**src/rtl/mem_interface.sv**
```systemverilog
// Memory interface: MAR/MDR registers plus a request/acknowledge handshake FSM
// with a 15-cycle timeout that flags a sticky error and returns zero read data.
module mem_interface (
    input  logic        clk,
    input  logic        rst,
    input  logic [15:0] Buss,
    input  logic        ldMAR,
    input  logic        ldMDR,
    input  logic        selMDR,
    input  logic        memEN,
    input  logic        memWE,
    input  logic [15:0] memRdata,
    input  logic        memAck,
    output logic [15:0] mdrOut,
    output logic [15:0] memAddr,
    output logic [15:0] memWdata,
    output logic        memReq,
    output logic        memWr,
    output logic        memR,
    output logic        memErr,
    output logic        busy
);

    typedef enum logic [1:0] {
        StIdle = 2'd0,
        StReq  = 2'd1,
        StDone = 2'd2
    } stateT;

    localparam logic [3:0] WaitLimit = 4'd14;

    stateT       state;
    logic [15:0] mar;
    logic [15:0] mdr;
    logic [15:0] rdBuf;
    logic        wrFlag;
    logic [3:0]  waitCnt;

    assign busy     = (state != StIdle);
    assign memReq   = (state == StReq);
    assign memR     = (state == StDone);
    assign memWr    = (state == StReq) && wrFlag;
    assign memAddr  = mar;
    assign memWdata = mdr;
    assign mdrOut   = mdr;

    always_ff @(posedge clk or posedge rst) begin
        if (rst) begin
            state   <= StIdle;
            mar     <= 16'h0000;
            mdr     <= 16'h0000;
            rdBuf   <= 16'h0000;
            wrFlag  <= 1'b0;
            waitCnt <= 4'd0;
            memErr  <= 1'b0;
        end else begin
            // Bus-sourced loads are locked out during an access; the read buffer path is not.
            if (ldMAR && !busy) begin
                mar <= Buss;
            end
            if (ldMDR) begin
                if (selMDR) begin
                    mdr <= rdBuf;
                end else if (!busy) begin
                    mdr <= Buss;
                end
            end

            unique case (state)
                StIdle: begin
                    if (memEN) begin
                        state   <= StReq;
                        wrFlag  <= memWE;
                        waitCnt <= 4'd0;
                        memErr  <= 1'b0;
                    end
                end
                StReq: begin
                    if (memAck) begin
                        state <= StDone;
                        if (!wrFlag) begin
                            rdBuf <= memRdata;
                        end
                    end else begin
                        waitCnt <= waitCnt + 4'd1;
                        if (waitCnt == WaitLimit) begin
                            state  <= StDone;
                            memErr <= 1'b1;
                            rdBuf  <= 16'h0000;
                        end
                    end
                end
                StDone: begin
                    state <= StIdle;
                end
                default: begin
                    state <= StIdle;
                end
            endcase
        end
    end

endmodule

```
**config.mk**
```make
export PLATFORM = sky130hd
export DESIGN_NAME = mem_interface
export DESIGN_NICKNAME = d
export VERILOG_FILES = /design/src/rtl/mem_interface.sv
export SDC_FILE = /design/constraint.sdc
export NUM_CORES = 1
export LEC_CHECK = 0
export BUFFER_PORTS_ARGS = -buffer_cell sky130_fd_sc_hd__buf_2
export CORE_MARGIN = 5
export CORE_UTILIZATION = 48
export CTS_CLUSTER_SIZE = 40
export DETAILED_ROUTE_END_ITERATION = 8
export PLACE_DENSITY_LB_ADDON = 0.25
export SYNTH_ARGS = -nofsm -noshare
export SYNTH_HDL_FRONTEND = slang
export SYNTH_SLANG_ARGS = --single-unit
```
**constraint.sdc**
```tcl
create_clock -name clk -period 4.4 [get_ports clk]
set_clock_uncertainty 0.2 [all_clocks]
set_input_delay 0.88 -clock clk [delete_from_list [all_inputs] [get_ports clk]]
set_output_delay 0.88 -clock clk [all_outputs]
set_load 0.01 [all_outputs]
```
Word level (Yosys, flattened, before mapping)
Cells that the tools add are included.
{"block": "totals", "elab_cells": 46, "in_bits": 40, "out_inout_bits": 53, "regBits": 56}
{"block": "classes", "mux": 16, "reduce_logical": 13, "n_addsub": 1, "n_eq_ne": 9}
{"cell": "$mux 16", "n": 5}
{"cell": "$mux 4", "n": 2}
{"cell": "$ne 2x2->1 const B", "n": 4}
{"cell": "$pmux 4 s2", "n": 1}
{"cell": "$mux 2", "n": 3}
{"cell": "$reduce_and 2->1", "n": 3}
{"cell": "$reduce_and 3->1", "n": 2}
{"cell": "$reduce_bool 2->1", "n": 3}
{"cell": "$add 4x1->4 const B", "n": 1}
{"cell": "$eq 4x4->1 const B", "n": 1}
{"cell": "$pmux 2 s2", "n": 1}
{"cell": "$reduce_and 4->1", "n": 1}
{"cell": "$mux 1", "n": 3}
{"cell": "$ne 3x2->1 const B", "n": 1}
{"cell": "$eq 2x1->1 const B", "n": 1}
{"cell": "$eq 2x2->1 const B", "n": 1}
{"cell": "$logic_and 1x1->1", "n": 2}
{"cell": "$logic_not 2->1", "n": 1}
{"cell": "$ne 2x1->1 const B", "n": 1}
{"cell": "$pmux 1 s2", "n": 1}
{"cell": "$logic_not 1->1", "n": 1}

Longest topological paths before layout
{"block": "logic_depth", "word_depth": 4, "mapped_depth": 7, "ltp_nobuf": 5}

Least setup slack after synthesis
No wires, ideal clock.
{"block": "synth_path", "path_kind": "input to register", "from": "in selMDR", "to": "reg mdr[0], in the netlist mdrOut[0]", "n_path_buf": 2, "stages": 4, "setup_ns": 0.125, "slack_ns": 2.110, "t_required_ns": 4.075, "t_arrival_ns": 1.965, "path_cell_list": "buf_4 -> clkbuf_1 -> mux2_2 -> mux2_2"}
{"block": "synth_via", "elab_chain_cells": 2, "word_cells_on_any_way": 3, "cone_classes": "eq/ne: 1; mux: 1; reduce/logical: 1"}
{"item": "start, declared", "line_no": "9", "rtl": "input logic selMDR,"}
{"item": "$ne 2x2->1 (no source line)"}
{"item": "$reduce_and 2->1 (no source line)"}
{"item": "end signal, assigned", "line_no": "63", "rtl": "mdr <= rdBuf;"}
{"item": "end signal, assigned", "line_no": "65", "rtl": "mdr <= Buss;"}
{"item": "end, declared", "line_no": "34", "rtl": "logic [15:0] mdr;"}
Parallel ways exist; a longest one is shown, timed or not.
A chain may end at the register's enable or synchronous reset.

Worst setup path in the final report
{"block": "layout_path", "from": "reg state[0]", "to": "out memWr"}
{"block": "layout_via", "elab_chain_cells": 2}
{"item": "start, declared", "line_no": "32", "rtl": "stateT state;"}
{"item": "start signal, assigned", "line_no": "49", "rtl": "state <= StIdle;"}
{"item": "start signal, assigned", "line_no": "72", "rtl": "state <= StReq;"}
{"item": "start signal, assigned", "line_no": "80", "rtl": "state <= StDone;"}
{"item": "$eq 2x1->1", "line_no": "42", "rtl": "assign memWr = (state == StReq) && wrFlag;"}
{"item": "$logic_and 1x1->1", "line_no": "42"}
{"item": "end, declared", "line_no": "18", "rtl": "output logic memWr,"}
Every way passes these cells.

==> impl_metrics.ini <==
[logic_synthesis]
syn_avg_cell_area_um2 = 12.3
async_flop_share_pct = 100
synth_cell_types = 28
ys_top_cells_by_count = dfrtp_1, mux2_2, nand2_1, buf_4, o22ai_1
ys.warnings.count = 0
synth_edf_count = 0
synth_area_leader_cell = dfrtp_1
synth_ff_type = dfrtp_1
syn_inst = 213
seq_area_frac_synth_pct = 53.6
synth_area_um2 = 2610
synth_area_leaders = dfrtp_1, mux2_2, buf_4
yosys_register_bits = 56
synth_top_area_share_pct = 53.6
syn-num-nets = 255
yosysMostFrequentCell = dfrtp_1

[power]
switchingPower_w = 0.000594
pwr-share-seq_pct = 47.5
p_per_area_nw_per_um2 = 581
ir_drop_v = 0.000273
p_sw_share_pct = 33.9
intPower_w = 0.00116
p_leak_nw = 1.50
clkPwrFrac_pct = 15.0
p_comb_share_pct = 37.5

[cells_and_area]
drive_above_1_share_pct = 54.1
stdcell_count = 353
syn_to_final_growth_pct = 15.6
final_nets = 325
diodes = 0

[setup_path]
path_cells = nor2b_1, and2_1, buf_2
cpPeakStageDelay_ns = 0.45
path_max_fanout = 7
crit_slowest_cell = dfrtp_1
cp.arrival_ns = 1.27
cp_data_required_time_ns = 3.32
rr_startpoint = state[1]$_DFFE_PP0P_
critPathKind = reg -> out
start_kind = flop
crit_buf_inv = 1
crit_family = flip-flops
critPathLaunch = state[0]$_DFFE_PP0P_
worstSetupEndpointType = output pin

[routing]
drt_iter0_drc = 36
firstDrtPassIters = 4
vias = 1749
drc = 0
wl_per_cell_um = 15.1
viasPerCell = 4.95
drtAntennaViolNets = 0
routed_wl_mm = 5.32

[timing]
hold_viol_final = 0
rsz0062_at_grt = false
drv_slew = 0
finalSetupViolCount = 0
fmax_mhz = 425
worst_pin_slew_ns = 0.842
maxSlewHeadroom_pct = 43.8
setup_tns_ns = 0
min_period_ns = 2.35
fin_crit_sh_pct = 53.4

[run]
drv_cap = 0

[clocking]
insertion_delay_ns = 0.30
numCtsBuffers = 5
htreeDepth = 2
cts_root_buf = clkbuf_8
cts.path.max_buffers = 2
cts_tree = done
ctsHoldBuffers = 0
postCtsResizedCells = 0
cts_setup_buffers = 0
clock_sinks = 56
clkTransAtPathRegs_ns = 0.09

[placed_design]
place_inst = 346
place_congestion = 0.738
dp_hpwl_mm = 3.91
portBuffers = 92

[grt]
overflow = 0
grt_max_degree = 40
grt_pass1_wl_mm = 8.83
antenna_found_initial = 0
track_usage_pct = 15.5
grt_pass1_vias = 1840

[floorplan]
core_um2 = 5200
die_w_um = 83.8
ios = 93
start_util_pct = 50.2
rows = 26
die_h_um = 83.8
dieArea_um2 = 7020

[outcome]
outcome = complete, no violations

[hold_path]
min_from = memAddr[12]$_DFFE_PP0P_
holdCritPathClass = reg -> reg
[layout by cell type, fill, tap and decap left out]
cell / n
buf_2: 92
dfrtp_1: 56
mux2_2: 49
nand2_1: 31
o22ai_1: 16
clkbuf_8: 5
nand3_1: 3
o21ai_0: 3
inv_1: 3
and2_1: 2
nor2b_1: 2
o21a_1: 2
ha_1: 2
buf_4: 2
nor2_1: 1
o21ai_2: 1
or3b_1: 1
or3b_2: 1
o211ai_1: 1
o31ai_1: 1
nor4bb_1: 1
xnor2_1: 1
a21oi_1: 1
nand4bb_1: 1
and3_1: 1
nor2b_4: 1
inv_2: 1
clkinv_2: 1
clkbuf_1: 1
[final timing paths]
path	cells past startpoint	slack (ns)	endpoint
max	3	2.05	memWr
min	1	0.31	memAddr[12]$_DFFE_PP0P_
max reg2reg	3	2.23	memAddr[7]$_DFFE_PP0P_
min reg2reg	1	0.31	memAddr[12]$_DFFE_PP0P_
max in group asynchronous	3	2.75	mdrOut[6]$_DFFE_PP0P_
min in group asynchronous	2	0.52	memErr$_DFFE_PP0P_
[layer usage]
layer | routed length [um] | up-vias | global-route usage [%]
li1 | - | 857 | -
met1 | 2280 | 830 | 19.1
met2 | 2620 | 54 | 26.8
met3 | 359 | 8 | 4.15
met4 | 69 | 0 | 4.53
met5 | 0 | - | 0
[power by group through the flow]
stage | sequential (W) | combinational (W) | clock (W)
global placement | 0.000834 | 0.000656 | 0
global route | 0.000866 | 0.000726 | 0.000292
floorplan | 0.000887 | 0.000435 | 0
CTS | 0.000835 | 0.000675 | 0.000273
detailed placement | 0.000845 | 0.000673 | 0
finish | 0.000833 | 0.000658 | 0.000263
[through the flow]
stage / worst slack, ns / hold slack (ns) / area [um^2] / utilization, % / power (W)
after floorplan: 1.95 / 0.244 / 2610 / - / 0.00132
after global placement: 1.78 / 0.266 / 2940 / 56.5 / 0.00149
after global routing: 1.95 / 0.320 / 3020 / 58.0 / 0.00188
after detailed placement: 1.75 / 0.283 / 2940 / 56.5 / 0.00152
after CTS: 2.02 / 0.311 / 3020 / 58.0 / 0.00178
final: 2.05 / 0.307 / 3020 / 58.0 / 0.00175
[flip-flops by register name, indices dropped and copies added (netlist names)]
| register | count |
|---|---|
| waitCnt | 4 |
| memErr | 1 |
| mdrOut | 16 |
| state | 2 |
| wrFlag | 1 |
| memAddr | 16 |
| rdBuf | 16 |
[kinds of logic after synthesis]
kind of cell / share of synthesized area (%)
AO/OA/AOI/OAI: 6.08
XOR/XNOR: 0.335
adder cells (fa/ha/maj): 0.958
buffers and inverters: 9.48
flip-flops: 53.6
multiplexers: 21.1
AND/OR/NAND/NOR: 8.38
[area by class of cell]
class	count	area (um^2)
Tap cell	70	87.6
Sequential cell	56	1400
Clock buffer	6	72.6
Inverter	4	15.0
Timing Repair Buffer	94	475
Multi-Input combinational cell	122	963
Clock inverter	1	5.00
Fill cell	455	2180
Power figures use the tool's default switching activity.
